## src/rtl/vga_timing_pipe.sv

```systemverilog
// Parametrised VGA timing generator with latency-matched pixel output stage.
// Latency: request coordinate to pins is PIX_LATENCY+1 pixel periods for colour, blank, hs and vs.
// Backpressure: none; free-running timing, the colour source must answer every request on time.
// Optional build macro VGA_TEST_PATTERN_EN adds an 8-bar test pattern selectable with tp_sel.
module vga_timing_pipe #(
  parameter int H_ACTIVE    = 640,
  parameter int H_FP        = 16,
  parameter int H_SYNC      = 96,
  parameter int H_BP        = 48,
  parameter int V_ACTIVE    = 480,
  parameter int V_FP        = 10,
  parameter int V_SYNC      = 2,
  parameter int V_BP        = 33,
  parameter int CLK_DIV     = 2,
  parameter int PIX_LATENCY = 1,
  parameter bit SYNC_POL    = 1'b0
) (
  input  logic        clk,
  input  logic        rst,
  output logic        pix_en,
  output logic [9:0]  x_pixel,
  output logic [9:0]  y_pixel,
  output logic        active_req,
  input  logic [23:0] rgb_in,
  input  logic        tp_sel,
  output logic        frame_start,
  output logic        frame_done,
  output logic        vga_clk,
  output logic        vga_hs,
  output logic        vga_vs,
  output logic        vga_blank_n,
  output logic        vga_sync_n,
  output logic [7:0]  vga_r,
  output logic [7:0]  vga_g,
  output logic [7:0]  vga_b
);

  // Timing constants, all folded into the 10-bit counter domain.
  localparam int H_TOTAL = H_ACTIVE + H_FP + H_SYNC + H_BP;
  localparam int V_TOTAL = V_ACTIVE + V_FP + V_SYNC + V_BP;

  localparam logic [9:0] H_LAST     = 10'(H_TOTAL - 1);
  localparam logic [9:0] V_LAST     = 10'(V_TOTAL - 1);
  localparam logic [9:0] H_ACT_LAST = 10'(H_ACTIVE - 1);
  localparam logic [9:0] V_ACT_LAST = 10'(V_ACTIVE - 1);
  localparam logic [9:0] HS_FIRST   = 10'(H_ACTIVE + H_FP);
  localparam logic [9:0] HS_LAST    = 10'(H_ACTIVE + H_FP + H_SYNC - 1);
  localparam logic [9:0] VS_FIRST   = 10'(V_ACTIVE + V_FP);
  localparam logic [9:0] VS_LAST    = 10'(V_ACTIVE + V_FP + V_SYNC - 1);

  localparam logic [3:0] DIV_LAST = 4'(CLK_DIV - 1);
  localparam logic [3:0] DIV_HALF = 4'(CLK_DIV / 2);

  // One pipeline slot: everything that must stay aligned with the returned colour.
  typedef struct packed {
    logic       hs;
    logic       vs;
    logic       act;
    logic [9:0] x;
  } stage_t;

  // Inactive slot: syncs deasserted, blanked, x parked at 0.
  localparam stage_t STAGE_IDLE = {~SYNC_POL, ~SYNC_POL, 1'b0, 10'd0};

  logic [3:0]  div_cnt;
  logic [9:0]  h_cnt;
  logic [9:0]  v_cnt;
  logic        h_wrap;
  logic        v_wrap;
  logic        hs_on;
  logic        vs_on;
  stage_t      raw_s;
  stage_t      del_s;
  logic [23:0] src_rgb;

  // Pixel strobe divider: counts 0..CLK_DIV-1 and wraps.
  always_ff @(posedge clk or negedge rst) begin
    if (!rst) begin
      div_cnt <= 4'd0;
    end else if (div_cnt == DIV_LAST) begin
      div_cnt <= 4'd0;
    end else begin
      div_cnt <= div_cnt + 4'd1;
    end
  end

  assign pix_en  = (div_cnt == DIV_LAST);
  assign vga_clk = (div_cnt >= DIV_HALF);

  assign h_wrap = (h_cnt == H_LAST);
  assign v_wrap = (v_cnt == V_LAST);

  // Raster counters: h advances every pixel, v on each line wrap.
  always_ff @(posedge clk or negedge rst) begin
    if (!rst) begin
      h_cnt <= 10'd0;
      v_cnt <= 10'd0;
    end else if (pix_en) begin
      if (h_wrap) begin
        h_cnt <= 10'd0;
        if (v_wrap) begin
          v_cnt <= 10'd0;
        end else begin
          v_cnt <= v_cnt + 10'd1;
        end
      end else begin
        h_cnt <= h_cnt + 10'd1;
      end
    end
  end

  assign x_pixel     = h_cnt;
  assign y_pixel     = v_cnt;
  assign active_req  = (h_cnt <= H_ACT_LAST) && (v_cnt <= V_ACT_LAST);
  assign frame_start = pix_en && h_wrap && v_wrap;
  assign frame_done  = pix_en && (h_cnt == H_ACT_LAST) && (v_cnt == V_ACT_LAST);

  assign hs_on = (h_cnt >= HS_FIRST) && (h_cnt <= HS_LAST);
  assign vs_on = (v_cnt >= VS_FIRST) && (v_cnt <= VS_LAST);

  // Raw decode of the current request coordinate.
  always_comb begin
    raw_s     = STAGE_IDLE;
    raw_s.hs  = hs_on ? SYNC_POL : ~SYNC_POL;
    raw_s.vs  = vs_on ? SYNC_POL : ~SYNC_POL;
    raw_s.act = active_req;
    raw_s.x   = h_cnt;
  end

  // Delay line matching the colour source latency; zero latency is a wire.
  generate
    if (PIX_LATENCY == 0) begin : g_nodly
      assign del_s = raw_s;
    end else begin : g_dly
      stage_t dly [PIX_LATENCY];

      // Shift one slot per pixel period.
      always_ff @(posedge clk or negedge rst) begin
        if (!rst) begin
          for (int i = 0; i < PIX_LATENCY; i++) begin
            dly[i] <= STAGE_IDLE;
          end
        end else if (pix_en) begin
          dly[0] <= raw_s;
          for (int i = 1; i < PIX_LATENCY; i++) begin
            dly[i] <= dly[i-1];
          end
        end
      end

      assign del_s = dly[PIX_LATENCY-1];
    end
  endgenerate

`ifdef VGA_TEST_PATTERN_EN
  localparam int BAR_W = H_ACTIVE / 8;

  // Eight equal vertical bars, indexed by threshold compares on the delayed x.
  function automatic logic [23:0] bar_colour(input logic [9:0] x);
    logic [2:0] idx;
    idx = 3'd0;
    for (int k = 1; k < 8; k++) begin
      if (x >= 10'(k * BAR_W)) begin
        idx = 3'(k);
      end
    end
    case (idx)
      3'd0:    bar_colour = 24'hFFFFFF;
      3'd1:    bar_colour = 24'hFFFF00;
      3'd2:    bar_colour = 24'h00FFFF;
      3'd3:    bar_colour = 24'h00FF00;
      3'd4:    bar_colour = 24'hFF00FF;
      3'd5:    bar_colour = 24'hFF0000;
      3'd6:    bar_colour = 24'h0000FF;
      default: bar_colour = 24'h000000;
    endcase
  endfunction

  assign src_rgb = tp_sel ? bar_colour(del_s.x) : rgb_in;
`else
  // Without the pattern generator the delayed x and tp_sel have no consumer.
  logic unused_pattern;
  assign unused_pattern = ^{tp_sel, del_s.x};
  assign src_rgb = rgb_in;
`endif

  // Pin register: colour is forced to black whenever the slot is blanked.
  always_ff @(posedge clk or negedge rst) begin
    if (!rst) begin
      vga_hs      <= ~SYNC_POL;
      vga_vs      <= ~SYNC_POL;
      vga_blank_n <= 1'b0;
      vga_r       <= 8'd0;
      vga_g       <= 8'd0;
      vga_b       <= 8'd0;
    end else if (pix_en) begin
      vga_hs      <= del_s.hs;
      vga_vs      <= del_s.vs;
      vga_blank_n <= del_s.act;
      if (del_s.act) begin
        {vga_r, vga_g, vga_b} <= src_rgb;
      end else begin
        {vga_r, vga_g, vga_b} <= 24'd0;
      end
    end
  end

  assign vga_sync_n = 1'b0;

endmodule

```

## config.mk

```make
export PLATFORM = sky130hd
export DESIGN_NAME = vga_timing_pipe
export DESIGN_NICKNAME = d
export VERILOG_FILES = /design/src/rtl/vga_timing_pipe.sv
export SDC_FILE = /design/constraint.sdc
export NUM_CORES = 1
export LEC_CHECK = 0
export BUFFER_PORTS_ARGS = -buffer_cell sky130_fd_sc_hd__clkbuf_2
export CORE_MARGIN = 2
export CORE_UTILIZATION = 47
export CTS_CLUSTER_DIAMETER = 30
export DETAILED_ROUTE_END_ITERATION = 12
export PLACE_DENSITY = 0.85
export SLEW_MARGIN = 20
export SYNTH_ARGS = -nofsm -noshare
export SYNTH_HDL_FRONTEND = slang
export SYNTH_SLANG_ARGS = --single-unit
```

## constraint.sdc

```tcl
create_clock -name clk -period 2.6 [get_ports clk]
set_clock_uncertainty 0.1 [all_clocks]
set_input_delay 0.13 -clock clk [delete_from_list [all_inputs] [get_ports clk]]
set_output_delay 0.13 -clock clk [all_outputs]
set_load 0.005 [all_outputs]
```

# Yosys cells after proc, flatten, opt, wreduce, memory -nomap -nowiden
# Cells that the tools add are included.
dict set report word_totals {
  reg_bits 54
  in_bits 27
  out_inout_bits 53
  word_cells 43
}
dict set report op_classes {
  addsub 3
  magnitude_cmp 7
  n_eq_ne 5
  mux 8
  n_reduce_logical 8
}
# operator count
set op_table {}
lappend op_table {{10-bit equality test (second input constant)} 3}
lappend op_table {{8-bit 2-to-1 mux} 3}
lappend op_table {{10-bit by 1-bit adder with 10-bit output (second input constant)} 2}
lappend op_table {{10-bit <= comparator (second input constant)} 2}
lappend op_table {{10-bit by 9-bit <= comparator with 1-bit output (second input constant)} 2}
lappend op_table {{10-bit 2-to-1 mux} 2}
lappend op_table {{10-bit by 9-bit equality test with 1-bit output (second input constant)} 1}
lappend op_table {{10-bit >= comparator (second input constant)} 1}
lappend op_table {{10-bit by 9-bit >= comparator with 1-bit output (second input constant)} 1}
lappend op_table {{1-bit logical AND} 7}
lappend op_table {{4-bit by 1-bit adder with 4-bit output (second input constant)} 1}
lappend op_table {{4-bit by 1-bit equality test with 1-bit output (second input constant)} 1}
lappend op_table {{4-bit by 1-bit >= comparator with 1-bit output (second input constant)} 1}
lappend op_table {{4-bit 2-to-1 mux} 1}
lappend op_table {{1-bit 2-to-1 mux} 2}
lappend op_table {{2-bit AND reduction} 1}

# Logic depth before layout (Yosys ltp)
dict set report logic_depth {
  ltp_word 3
  depth_mapped 7
  depth_no_buf 6
}

# Least setup slack after synthesis
# No wires, ideal clock.
dict set report synth_path {
  kind {reg2reg}
  startpoint {register div_cnt[1]}
  endpoint {register v_cnt[7], in the netlist y_pixel[7]}
  setup_ns 0.079
  arrival_time_ns 1.732
  required_ns 2.421
  slack_ns 0.688
  stages_incl_launch_ff 8
  path_buffers 2
  period_less_slack_ns 1.912
  path_cell_list {dfrtp_1 > or4b_1 > buf_4 > clkinv_2 > buf_6 > nand4_4 > nor3_2 > xor2_1}
}
dict set report synth_between {
  elab_chain_len 2
}
# element line
set synth_rtl {}
lappend synth_rtl {{from (decl)} 65} ;# logic [3:0] div_cnt;
lappend synth_rtl {{from (signal assigned)} 83} ;# div_cnt <= div_cnt + 4'd1;
lappend synth_rtl {{4-bit by 1-bit equality test with 1-bit output} 87} ;# assign pix_en = (div_cnt == DIV_LAST);
lappend synth_rtl {{2-bit AND reduction (no source line)} --}
lappend synth_rtl {{to (signal assigned)} 104} ;# v_cnt <= v_cnt + 10'd1;
lappend synth_rtl {{to (decl)} 67} ;# logic [9:0] v_cnt;
# No other way between the ends.
# A chain may end at the register's enable or synchronous reset.

# Worst setup path after layout
dict set report layout_path {
  startpoint {register div_cnt[1]}
  endpoint {output port frame_done}
}
dict set report layout_between {
  elab_chain_len 3
}
# element line
set layout_rtl {}
lappend layout_rtl {{4-bit by 1-bit equality test with 1-bit output} 87}
lappend layout_rtl {{1-bit logical AND (2 in series)} 116} ;# assign frame_done = pix_en && (h_cnt == H_ACT_LAST) && (v_cnt == V_ACT_LAST);
lappend layout_rtl {{to (decl)} 27} ;# output logic frame_done,
# No other way between the ends.

==> results.md <==
* Status: completed
* Final core occ at 0.603
* Power Total at 0.00143 W
* Final Worst Setup Slack at 0.211 ns
* CTS Buffer Depth at 2
* Post-synthesis simple-gate area fraction at 0.278
* First-pass iteration count of the detailed router at 4
* Max H-tree Level at 2
* Post-CTS sizing at 0
* Synth Area in Adders at 0.0242
* Initial antenna violation count at 0
* Slew @ Worst Pin at 0.805 ns
* R2R Path Start: div_cnt[1]
* Avg Synthesized Cell Area at 9.30 µm²
* Via-to-Cell Ratio at 5.34
* Main synth FF type: dfrtp_1
* Hold violation count in the final report at 0
* Crit path launch type: flop
* Crit path required time at 2.37 ns
* Layout cells sized above 1 at 0.265
* Row count at 27
* RD Place Congestion at 0.838
* Fmax at 419 MHz
* Starting Density at 0.478
* Max-slew violations at 0
* # IOs at 80
* Placement Cell Area at 2930 µm²
* Worst-skew pair later-pin latency at 0.30 ns
* Die height at 78.2 µm
* Post-synthesis cell count at 278
* Routed vias at 2,340
* Place WS at 0.331 ns
* Hold WC Path Type: reg2reg
* Slack of the worst reg-to-reg path at 0.29 ns
* Post-synth ARST share at 1.00
* N_diodes at 0
* RR Endpoint: y_pixel[5]
* ANT nets after route at 0
* Seq cells post-synth at 54
* CP Class: reg2out
* Top-count cell post-synth: nand2_1
* Design area at 3260 µm²
* Top cells by count, synth: nand2_1, dfrtp_1, nand3_1
* Aggregate global-route resource usage at 0.212
* First-pass GRT wire length at 10.4 mm
* Syn_nets at 310
* Post-Route WL at 6.29 mm
* Inserted Clock Buffers at 5
* Largest cells by area after synthesis: dfrtp_1, nand2_1, nand3_1
* Initial DRC Count at 115
* TNS Setup at 0 ns
* Combinational family with the most area after synthesis: simple AND/OR/NAND/NOR gates
* Data arrival, critical path at 2.16 ns
* CTS root buf: clkbuf_8
* Final setup violation count at 0
* Cell Area, Synth at 2580 µm²
* Max-capacitance violation count at 0
* Cell variety after synth at 41
* Minimum clock period at 2.39 ns
* Clk sink count at 54
* Core ar. at 5410 µm²
* Post-DP HPWL at 3.86 mm
* Worst Setup EP: frame_done
* Crit path from: div_cnt[1]
* Post-Synth XOR/XNOR Area at 0.0339
* Compound-Gate Fraction of Synth Area at 0.0552
* Multiplexer share of the synthesized area at 0.00871
* Post-CTS setup buffers at 0
* Top-area cell type share of the netlist area at 0.484
* Register area share after synthesis at 0.525
* Synth area leader: dfrtp_1
* CTS tree: yes
* Grt ovf at 0
* Cts hold-fix bufs at 25
* Largest net degree at the start of global routing at 55
* Worst Reg2Reg Path Length in Cells at 5
* Nets at 397
* Area growth, synth to finish at 26.2%
* Die X at 78.2 µm
* DIE AREA at 6110 µm²
* # fillers at 441
* Vias in the first global route at 2,237
* Final worst path period share at 0.919
* RSZ-0062 raised after global routing: no
* DRC at 0
* Leak at 1.59 nW
* CP Capture Type: output port
* P per Cell Area at 437 nW/µm²
* Max-Slew Margin vs Limit at 0.463
* Average wire per standard cell at 14.4 µm
* Synthesis Warnings at 0
* Crit path max fanout at 20
* VDD IR-drop max at 188 µV
* PortBufs at 77
* Post-synth EDFFs at 0
* Clock-pin slew on the worst setup and hold paths at 0.09 ns
cell usage in the layout (no fill, tap or decap), types with 3 or more instances in the layout:
cell           instances
dlygate4sd3_1         25
buf_4                  3
nand2_1               71
nor2_1                 9
nand3_1               36
xnor2_1                6
and4_1                 3
nand4_1                5
inv_1                  8
dfrtp_1               50
ha_1                   5
nor3_1                 4
a31oi_1                3
clkbuf_2              77
dfstp_2                4
xor2_1                 4
o21ai_0               11
a21oi_1                3
clkbuf_8               5
nor4_1                 3
flip-flops by register name, indices dropped and copies added (netlist names):
signal / count
vga_vs: 1
vga_g: 8
vga_r: 8
x_pixel: 10
vga_b: 8
y_pixel: 10
vga_hs: 1
del_s: 3
div_cnt: 4
vga_blank_n: 1
report_power, final:
part           internal, W  leakage [nW]  switching, W
Combinational    0.0000609         0.896     0.0000494
Clock             0.000191        0.0385      0.000255
Sequential        0.000858         0.660     0.0000109
worst min path at each step:
stage / startpoint / endpoint / slack, ns / depth (start not counted)
after global placement: rst / vga_r[6] / 0.19 / 2
after CTS: del_s[12] / vga_hs / 0.36 / 2
after detailed placement: rst / vga_r[5] / 0.19 / 2
after global routing: del_s[12] / vga_hs / 0.38 / 2
after floorplan: rst / del_s[10] / -0.27 / 0
final: vga_hs / vga_hs / 0.36 / 2
metrics by stage:
stage / hold slack (ns) / std cells
2_1_floorplan: -0.266 / 278
3_3_place_gp: 0.190 / 405
3_5_place_dp: 0.189 / 405
4_1_cts: 0.363 / 438
5_1_grt: 0.385 / 438
6_report: 0.364 / 438
cell families (layout without fill, tap and decap cells):
group / Yosys count / count (layout)
xor gates and xnor gates: 10 / 10
adders and majority gates: 5 / 5
muxes: 2 / 2
DFF: 54 / 54
other: 1 / 1
AOI/OAI and AO/OA: 25 / 25
and+or+nand+nor: 147 / 147
buffers and inverters: 34 / 122
area by class of cell:
cell class	count	area, µm²	area share
clock buffer	7	76.3	0.0234
clock inverter	1	7.51	0.00230
inverter	9	35.0	0.0107
multi-input combinational	190	1040	0.318
sequential	54	1360	0.416
tap	72	90.1	0.0276
timing repair buffer	105	658	0.202
critical path, stage by stage, from the launching register on:
cell and delay [ns]:
dfrtp_1 0.43, or4b_1 0.57, clkinv_2 0.25, nand2_1 0.10
nor4_1 0.33, clkbuf_2 0.18
routing by layer:
layer	GRT usage	share of wire	up-vias
met5	0	0	-
met4	0.0544	0.0049	0
met3	0.0552	0.080	4
met2	0.349	0.48	102
met1	0.282	0.44	1135
li1	-	-	1099
No activity file was read; power rests on OpenSTA's default activity.
